### src/rtl/rv_instr_encoder.sv
`default_nettype none
// ============================================================================
//  Module      : rv_instr_encoder
//  Description : Sequential RV32I instruction encoder. Accepts field-level
//                requests over valid/ready, emits packed instruction words
//                tagged with a running byte address; expands LI into
//                lui+addi when a single addi cannot hold the value.
//  Revision    : 1.0 - initial release
// ============================================================================
module rv_instr_encoder #(
  parameter logic [31:0] BASE_ADDR = 32'h0000_0000
) (
  input  logic        clk,
  input  logic        rst,
  input  logic        req_valid,
  output logic        req_ready,
  input  logic [3:0]  req_kind,
  input  logic [2:0]  req_funct3,
  input  logic        req_funct75,
  input  logic [4:0]  req_rd,
  input  logic [4:0]  req_rs1,
  input  logic [4:0]  req_rs2,
  input  logic [31:0] req_imm,
  output logic        out_valid,
  input  logic        out_ready,
  output logic [31:0] out_word,
  output logic [31:0] out_addr,
  output logic        err
);

  localparam logic [6:0] C_OP_R      = 7'b0110011;
  localparam logic [6:0] C_OP_IALU   = 7'b0010011;
  localparam logic [6:0] C_OP_LOAD   = 7'b0000011;
  localparam logic [6:0] C_OP_STORE  = 7'b0100011;
  localparam logic [6:0] C_OP_BRANCH = 7'b1100011;
  localparam logic [6:0] C_OP_LUI    = 7'b0110111;
  localparam logic [6:0] C_OP_AUIPC  = 7'b0010111;
  localparam logic [6:0] C_OP_JAL    = 7'b1101111;
  localparam logic [6:0] C_OP_JALR   = 7'b1100111;

  typedef enum logic [1:0] {
    S_IDLE    = 2'd0,
    S_HOLD    = 2'd1,
    S_HOLD_LI = 2'd2
  } state_t;

  state_t      state_q, state_d;
  logic [31:0] word_q, word_d;
  logic [31:0] pend_q, pend_d;
  logic [31:0] addr_q, addr_d;
  logic        err_q, err_d;

  // Encoder results for the request currently on the input port
  logic        enc_err;
  logic        enc_two;
  logic [31:0] enc_w0;
  logic [31:0] enc_w1;

  logic        fits12, fits13, fits21, is_shift;
  logic [19:0] lui_hi;

  // Encode the presented request fields into one or two words plus an error flag
  always_comb begin
    // Signed range tests: the bits above the field must all equal the sign bit
    fits12   = (&req_imm[31:11]) | ~(|req_imm[31:11]);
    fits13   = (&req_imm[31:12]) | ~(|req_imm[31:12]);
    fits21   = (&req_imm[31:20]) | ~(|req_imm[31:20]);
    is_shift = (req_funct3 == 3'b001) || (req_funct3 == 3'b101);
    // addi sign-extends its 12-bit immediate, so the upper part absorbs bit 11
    lui_hi   = req_imm[31:12] + {19'd0, req_imm[11]};
    enc_err  = 1'b0;
    enc_two  = 1'b0;
    enc_w0   = 32'h0;
    enc_w1   = 32'h0;
    case (req_kind)
      4'd0: enc_w0 = {1'b0, req_funct75, 5'b00000, req_rs2, req_rs1, req_funct3, req_rd, C_OP_R};
      4'd1: begin
        if (is_shift) begin
          enc_err = |req_imm[31:5];
          enc_w0  = {1'b0, req_funct75, 5'b00000, req_imm[4:0], req_rs1, req_funct3, req_rd, C_OP_IALU};
        end else begin
          enc_err = ~fits12;
          enc_w0  = {req_imm[11:0], req_rs1, req_funct3, req_rd, C_OP_IALU};
        end
      end
      4'd2: begin
        enc_err = ~fits12;
        enc_w0  = {req_imm[11:0], req_rs1, req_funct3, req_rd, C_OP_LOAD};
      end
      4'd3: begin
        enc_err = ~fits12;
        enc_w0  = {req_imm[11:5], req_rs2, req_rs1, req_funct3, req_imm[4:0], C_OP_STORE};
      end
      4'd4: begin
        enc_err = ~fits13 | req_imm[0];
        enc_w0  = {req_imm[12], req_imm[10:5], req_rs2, req_rs1, req_funct3,
                   req_imm[4:1], req_imm[11], C_OP_BRANCH};
      end
      4'd5: enc_w0 = {req_imm[31:12], req_rd, C_OP_LUI};
      4'd6: enc_w0 = {req_imm[31:12], req_rd, C_OP_AUIPC};
      4'd7: begin
        enc_err = ~fits21 | req_imm[0];
        enc_w0  = {req_imm[20], req_imm[10:1], req_imm[11], req_imm[19:12], req_rd, C_OP_JAL};
      end
      4'd8: begin
        enc_err = ~fits12;
        enc_w0  = {req_imm[11:0], req_rs1, 3'b000, req_rd, C_OP_JALR};
      end
      4'd9: begin
        if (fits12) begin
          enc_w0 = {req_imm[11:0], 5'd0, 3'b000, req_rd, C_OP_IALU};
        end else begin
          enc_w0  = {lui_hi, req_rd, C_OP_LUI};
          enc_w1  = {req_imm[11:0], req_rd, 3'b000, req_rd, C_OP_IALU};
          enc_two = |req_imm[11:0];
        end
      end
      default: enc_err = 1'b1;
    endcase
  end

  // Handshake FSM: next state, word/address updates and error pulse
  always_comb begin
    state_d   = state_q;
    word_d    = word_q;
    pend_d    = pend_q;
    addr_d    = addr_q;
    err_d     = 1'b0;
    req_ready = 1'b0;
    out_valid = 1'b0;
    case (state_q)
      S_IDLE: begin
        req_ready = 1'b1;
        if (req_valid) begin
          if (enc_err) begin
            err_d = 1'b1;
          end else begin
            word_d  = enc_w0;
            pend_d  = enc_w1;
            state_d = enc_two ? S_HOLD_LI : S_HOLD;
          end
        end
      end
      S_HOLD: begin
        out_valid = 1'b1;
        if (out_ready) begin
          addr_d  = addr_q + 32'd4;
          state_d = S_IDLE;
        end
      end
      S_HOLD_LI: begin
        out_valid = 1'b1;
        if (out_ready) begin
          addr_d  = addr_q + 32'd4;
          word_d  = pend_q;
          state_d = S_HOLD;
        end
      end
      default: state_d = S_IDLE;
    endcase
  end

  // State and datapath registers; reset discards any pending word
  always_ff @(posedge clk or posedge rst) begin
    if (rst) begin
      state_q <= S_IDLE;
      word_q  <= 32'h0;
      pend_q  <= 32'h0;
      addr_q  <= BASE_ADDR;
      err_q   <= 1'b0;
    end else begin
      state_q <= state_d;
      word_q  <= word_d;
      pend_q  <= pend_d;
      addr_q  <= addr_d;
      err_q   <= err_d;
    end
  end

  assign out_word = word_q;
  assign out_addr = addr_q;
  assign err      = err_q;

endmodule
`default_nettype wire

### config.mk
export PLATFORM = sky130hd
export DESIGN_NAME = rv_instr_encoder
export DESIGN_NICKNAME = d
export VERILOG_FILES = /design/src/rtl/rv_instr_encoder.sv
export SDC_FILE = /design/constraint.sdc
export NUM_CORES = 1
export LEC_CHECK = 0
export ABC_CLOCK_PERIOD_IN_PS = 2400
export CAP_MARGIN = 15
export CORE_MARGIN = 3
export CORE_UTILIZATION = 45
export CTS_CLUSTER_DIAMETER = 60
export DETAILED_ROUTE_END_ITERATION = 8
export HOLD_SLACK_MARGIN = 0.15
export PLACE_DENSITY = 0.76
export RECOVER_POWER = 100
export SYNTH_ARGS = -nofsm -noshare
export SYNTH_HDL_FRONTEND = slang
export SYNTH_SLANG_ARGS = --single-unit
### constraint.sdc
create_clock -name clk -period 2.4 [get_ports clk]
set_input_delay 0.48 -clock clk [delete_from_list [all_inputs] [get_ports clk]]
set_output_delay 0.48 -clock clk [all_outputs]
set_load 0.05 [all_outputs]
==> impl_metrics.py, run 1 <==
metrics = {
    "sta": {
        "period_needed_ns": 2.53,
        "layout_setup_ws_ns": -0.128,
        "post-route-period-util_pct": 105,
        "hold_violations": 0,
        "fin_tns_setup_ns": -2.22,
        "timing.fmax_mhz": 396,
        "holdWs_ns": 0.472,
        "rsz0062_at_grt": "yes",
        "finalSetupViolations": 29,
        "slew_headroom_pct": 38.0,
        "worstMarginPinSlew_ns": 0.931,
        "drv_slew": 0,
        "finClkSkew_ns": 0.00634,
    },
    "clocking": {
        "cts_buffer_depth": 2,
        "clkTransAtPathRegs_ns": 0.06,
        "cts_tree": "built",
        "cts_root_buffer": "clkbuf_16",
        "numCtsBuffers": 9,
        "clkSinkCount": 82,
        "h-tree-depth": 3,
        "clk_latency_ns": 0.36,
    },
    "synthesis": {
        "yosys_warnings": 0,
        "post-synth-top-area-cell": "dfrtp_1",
        "synth_edf_count": 0,
        "ys.flop_type": "dfrtp_1",
        "ys_seq_elements": 82,
        "synth.area.top_cells": "dfrtp_1 (39%), xnor2_1 (4.7%), o21ai_0 (4.3%)",
        "synthCells": 585,
        "ys_types": 65,
        "yosysSeqAreaShare_pct": 39.2,
        "avgSynthCellArea_sq_um": 8.96,
        "synthArstFlopShare_pct": 100,
        "syn-cell-area_sq_um": 5240,
        "synthDominantCellAreaShare_pct": 39.2,
    },
    "pwr": {
        "vdd_drop_max_uv": 845,
        "power_frac_comb_pct": 48.8,
        "switchingPower_mw": 2.90,
        "p_per_area_nw_per_um2": 853,
        "power.internal_mw": 4.15,
        "switching_share_pct": 41.2,
        "seqPwrFrac_pct": 27.6,
        "clockPowerShare_pct": 23.6,
        "p_leak_nw": 3.74,
    },
    "status": {
        "outcome": "finished, violations left",
        "violations": "setup timing",
    },
    "finish": {
        "final_cell_mix": "buf_4 (134), dfrtp_1 (82), dlygate4sd3_1 (65)",
        "final_common_cell": "buf_4",
        "final_area_sq_um": 8260,
        "diodes": 0,
        "drive_gt1_share_pct": 29.2,
        "syn2layout_area_growth_pct": 57.8,
        "nNetsFinal": 907,
    },
    "placement": {
        "dp_hpwl_mm": 14.6,
        "numPortBuffers": 123,
        "gp_congestion": 0.903,
        "place_area_sq_um": 7660,
    },
    "die": {
        "chipHeight_um": 114,
        "core_area_sq_um": 11100,
        "rows": 38,
        "boundaryPins": 126,
        "initial_core_util_pct": 47.1,
        "fp.dieArea_sq_um": 13000,
        "die_w_um": 114,
    },
    "setup_path": {
        "critPathMaxStageDelay_ns": 0.34,
        "end_kind": "register",
        "worst-setup-path-type": "in -> reg",
        "crit_chain": "buf_6, nor4_4, nand4_1, buf_4, o31ai_4, o311ai_4, o31a_1, a21oi_4, buf_6, buf_12, mux2_4",
        "required_ns": 2.64,
        "arrival_ns": 2.77,
        "path_delay_family": "compound AO/OA/AOI/OAI gates",
        "cp_slowest_cell": "o31a_1",
        "cpMostUsedCell": "buf_6",
        "crit_buf_inv": 4,
        "cp-start-kind": "input pin",
        "path_max_fanout": 5,
    },
    "drt": {
        "drtPass1Iterations": 5,
        "drc": 0,
        "ant_nets": 0,
        "viasPerCell": 5.93,
        "drt-initial-drc-count": 485,
        "drt_wl_total_mm": 19.6,
        "vias": 5849,
        "routedWlPerCell_um": 19.9,
    },
    "global_routing": {
        "grt_pass1_vias": 5913,
        "grt_pass1_wl_mm": 30.9,
        "gr-usage-all-layers_pct": 30.6,
        "gr-total-overflow": 0,
        "grt_max_degree": 70,
        "antenna_found_initial": 1,
    },
    "hold_path": {
        "min_path_type": "reg -> reg",
    },
    "run": {
        "cap_violations": 0,
    },
}
[path summary, 6_finish.rpt]
path                               from            to  slack, ns  depth (start not counted)
max                         req_imm[26]  out_word[20]      -0.13                         11
min                        out_addr[31]  out_addr[31]       0.47                          1
max reg2reg                  state_q[1]  out_addr[24]       0.11                         10
min reg2reg                out_addr[31]  out_addr[31]       0.47                          1
max in group asynchronous           rst  out_word[26]       0.42                          3
min in group asynchronous           rst  out_word[31]       0.63                          2
[flip-flops by register name, summed over array words and instances, names as in the netlist]
name,flops
err,1
out_addr,30
out_word,31
pend_q,18
state_q,2
[what timing repair did]
action | in CTS | in global routing
endpoints found under the hold margin | 0 | 0
gates cloned | 3 | 0
setup endpoints to repair | 51 | 41
pin swaps | 22 | 12
buffers inserted | 8 | 7
hold buffers | 0 | 0
gates resized for setup | 141 | 17
[metal layers]
layer  vias to the layer above  global-route usage, %  wire (um)
met5                         -                      0         13
met4                         2                   15.5        913
met3                        75                   6.05       1370
met2                       261                   49.9       9360
met1                      2845                   38.7       7980
li1                       2666                      -          -
[power groups by stage]
stage | clock network, mW | registers (mW) | logic (mW)
6_report | 1.66 | 1.95 | 3.44
5_1_grt | 1.72 | 2.01 | 3.60
4_1_cts | 1.68 | 1.96 | 3.61
3_5_place_dp | 0 | 1.99 | 3.38
3_3_place_gp | 0 | 1.96 | 3.32
2_1_floorplan | 0 | 2.93 | 1.18
[metrics by stage]
stage	utilization, %	setup WS, ns	cells	power, mW
detailed placement	68.8	-1.01	954	5.37
global placement	68.8	-1.09	954	5.29
floorplan	-	-0.261	586	4.11
finish	74.3	-0.128	986	7.05
global route	74.3	-0.206	986	7.33
CTS	74.3	-0.0518	980	7.26
[worst register-to-register path, cell delays in order, from the launching register on]
cell	delay (ns)
dfrtp_1	0.38
inv_1	0.07
ha_1	0.31
nand3_1	0.13
nor2_1	0.15
clkbuf_1	0.26
and3_1	0.27
inv_1	0.08
nor2_1	0.25
nand4_1	0.15
xnor2_1	0.15
[Yosys cell counts (7+ instances only)]
| cell type | count |
|---|---|
| a21oi_1 | 35 |
| a221oi_1 | 13 |
| a31oi_1 | 7 |
| and3_1 | 15 |
| clkbuf_1 | 23 |
| dfrtp_1 | 82 |
| ha_1 | 7 |
| inv_1 | 33 |
| mux2_1 | 17 |
| mux2_4 | 9 |
| nand2_1 | 49 |
| nand2b_1 | 8 |
| nand3_1 | 44 |
| nand4_1 | 11 |
| nor2_1 | 34 |
| nor3_1 | 14 |
| nor4_1 | 9 |
| o21ai_0 | 45 |
| xnor2_1 | 28 |
[cell type report]
type / count / area [sq um]
inverter: 33 / 125
fill: 867 / 2860
sequential: 82 / 2050
timing repair buffer: 277 / 2390
tap: 140 / 175
clock buffer: 11 / 243
multi-input combinational: 438 / 3170
clock inverter: 5 / 108
[kinds of logic (layout without fill, tap and decap cells)]
kind of cell / Yosys count / count (layout) / synth area share [%]
and+or+nand+nor: 214 / 214 / 21.6
AOI/OAI and AO/OA: 150 / 150 / 19.0
DFF: 82 / 82 / 39.2
buffers and inverters: 66 / 326 / 5.56
xor gates and xnor gates: 33 / 33 / 5.52
muxes: 31 / 31 / 7.26
adders and majority gates: 8 / 8 / 1.86
other: 1 / 2 / 0.0716
Power figures use the tool's default switching activity.
==> inputs of run 2 (changes only) <==
- CAP_MARGIN: 15 -> 10
- CORE_MARGIN: 3 -> 4
- CORE_UTILIZATION: 45 -> 46
- PLACE_DENSITY: 0.76 -> 0.78
==> run 2 against run 1 <==
Effect of this change:
- the run still ends with setup timing left
- via count is 0.99% lower
- die area is 1.4% higher
- sequential cell count stayed put
- count of clock-buffer cells in the layout is 1 lower
- combinational power is 4% higher
- clock skew is 0.0011 ns lower
- wire length is 2.6% higher
- worst setup slack better by 0.092 ns
- power is 0.79% higher
- largest cell class unchanged
==> impl_metrics.py, run 2 (synthesized netlist as in run 1, its figures left out) <==
metrics = {
    "status": {
        "outcome": "finished, violations left",
        "violations": "setup timing",
    },
    "sta": {
        "timing.fmax_mhz": 410,
        "drv_slew": 0,
        "layout_setup_ws_ns": -0.0361,
        "finalSetupViolations": 26,
        "holdWs_ns": 0.486,
        "finClkSkew_ns": 0.00522,
        "hold_violations": 0,
        "worstMarginPinSlew_ns": 1.09,
        "rsz0062_at_grt": "yes",
        "period_needed_ns": 2.44,
        "post-route-period-util_pct": 102,
        "slew_headroom_pct": 27.2,
    },
    "setup_path": {
        "cp_slowest_cell": "o31a_1",
        "cpMostUsedCell": "buf_12",
        "reg2reg_slack_ns": 0.09,
        "crit_chain": "dlygate4sd2_1, nor4_4, nand3_4, o31ai_4, o311ai_4, o31a_1, a21oi_4, buf_12, buf_12, mux2_4",
        "end_kind": "register",
        "required_ns": 2.63,
        "worst-setup-path-type": "in -> reg",
        "crit_buf_inv": 3,
        "critPathMaxStageDelay_ns": 0.36,
        "path_delay_family": "compound AO/OA/AOI/OAI gates",
        "path_max_fanout": 8,
        "cp-start-kind": "input pin",
        "arrival_ns": 2.67,
    },
    "finish": {
        "final_common_cell": "buf_4",
        "syn2layout_area_growth_pct": 59.0,
        "drive_gt1_share_pct": 30.7,
        "nNetsFinal": 897,
        "diodes": 0,
        "final_cell_mix": "buf_4 (127), dfrtp_1 (82), dlygate4sd3_1 (64)",
        "largest_register_ffs": 31,
    },
    "placement": {
        "place_ws_ns": -1.01,
        "dp_hpwl_mm": 15.1,
        "gp_congestion": 0.983,
        "numPortBuffers": 123,
    },
    "die": {
        "boundaryPins": 126,
        "fp.dieArea_sq_um": 13200,
        "core_area_sq_um": 11000,
        "rows": 38,
        "chipHeight_um": 115,
        "initial_core_util_pct": 47.7,
        "die_w_um": 115,
    },
    "pwr": {
        "vdd_drop_max_uv": 1120,
        "p_leak_nw": 3.77,
        "p_per_area_nw_per_um2": 853,
    },
    "clocking": {
        "clkTransAtPathRegs_ns": 0.07,
        "cts_buffer_depth": 2,
        "hold_buffers": 0,
        "cts_root_buffer": "clkbuf_16",
        "clkSinkCount": 82,
        "h-tree-depth": 3,
        "cts_tree": "built",
        "clk_latency_ns": 0.35,
        "numCtsBuffers": 9,
    },
    "drt": {
        "drt_wl_total_mm": 20.2,
        "routedWlPerCell_um": 20.7,
        "drc": 0,
        "drtPass1Iterations": 5,
        "viasPerCell": 5.93,
        "drt-initial-drc-count": 410,
        "ant_nets": 0,
        "vias": 5791,
    },
    "global_routing": {
        "grt_max_degree": 83,
        "gr-total-overflow": 0,
        "grt_pass1_vias": 5966,
        "gr-usage-all-layers_pct": 30.6,
        "grt_pass1_wl_mm": 31.5,
        "antenna_found_initial": 0,
    },
    "run": {
        "cap_violations": 0,
    },
    "hold_path": {
        "min_path_type": "reg -> reg",
    },
}
==> run 2: changes by cell type in the layout (fill, tap and decap cells not counted), sizes merged <==
cell / before / now
dlygate4sd3: 65 / 64
clkinv: 0 / 1
clkinvlp: 1 / 2
dlymetal6s2s: 0 / 1
buf: 168 / 161
bufinv: 3 / 2
clkdlybuf4s50: 27 / 23
clkbuf: 20 / 16
dlygate4sd2: 4 / 8
==> run 2: metal layers <==
| metal | global-route usage, % | routed length [um] | up-vias | part of all wire (%) |
|---|---|---|---|---|
| met5 | 0 | 0 | - | 0 |
| met1 | 38.1 | 8150 | 2866 | 40 |
| met2 | 52.2 | 10100 | 243 | 50 |
| met4 | 11.8 | 531 | 0 | 2.6 |
| met3 | 6.40 | 1380 | 41 | 6.9 |
| li1 | - | - | 2641 | - |
==> run 2: power breakdown <==
group	switching [mW]	internal, mW	total, mW
Sequential	0.226	1.73	1.96
Combinational	2.11	1.47	3.58
Clock	0.611	0.953	1.56
==> run 2: repair_timing <==
action | CTS | global route
gates cloned | 2 | 1
buffers inserted | 15 | 5
pin swaps | 21 | 12
setup endpoints to repair | 51 | 48
resized for setup | 157 | 42
==> run 2: final cells by class <==
type,instances,area (sq um)
Clock buffer,10,239
Clock inverter,6,96.3
Fill cell,784,2650
Inverter,33,128
Multi-Input combinational cell,438,3270
Sequential cell,82,2050
Tap cell,140,175
Timing Repair Buffer,267,2370
==> run 2: path summary, 6_finish.rpt <==
check,startpoint,endpoint,cells after the start
min in group asynchronous,rst,out_word[20],3
hold reg to reg,out_addr[21],out_addr[21],1
hold / removal,out_addr[21],out_addr[21],1
setup reg to reg,state_q[0],out_word[27],9
setup / recovery,req_imm[10],out_word[2],10
max in group asynchronous,rst,state_q[0],3
==> run 2: stage by stage <==
step | utilization (%) | cell area [sq um] | power [mW] | instances | setup TNS [ns]
global placement | 69.0 | 7580 | 5.29 | 943 | -38.72
CTS | 74.4 | 8170 | 7.12 | 974 | -0.00639
finish | 75.8 | 8330 | 7.10 | 976 | -0.452
global route | 75.8 | 8330 | 7.39 | 976 | -1.34
detailed placement | 69.0 | 7580 | 5.36 | 943 | -41.71
floorplan | - | 5340 | 4.11 | 586 | -7.73
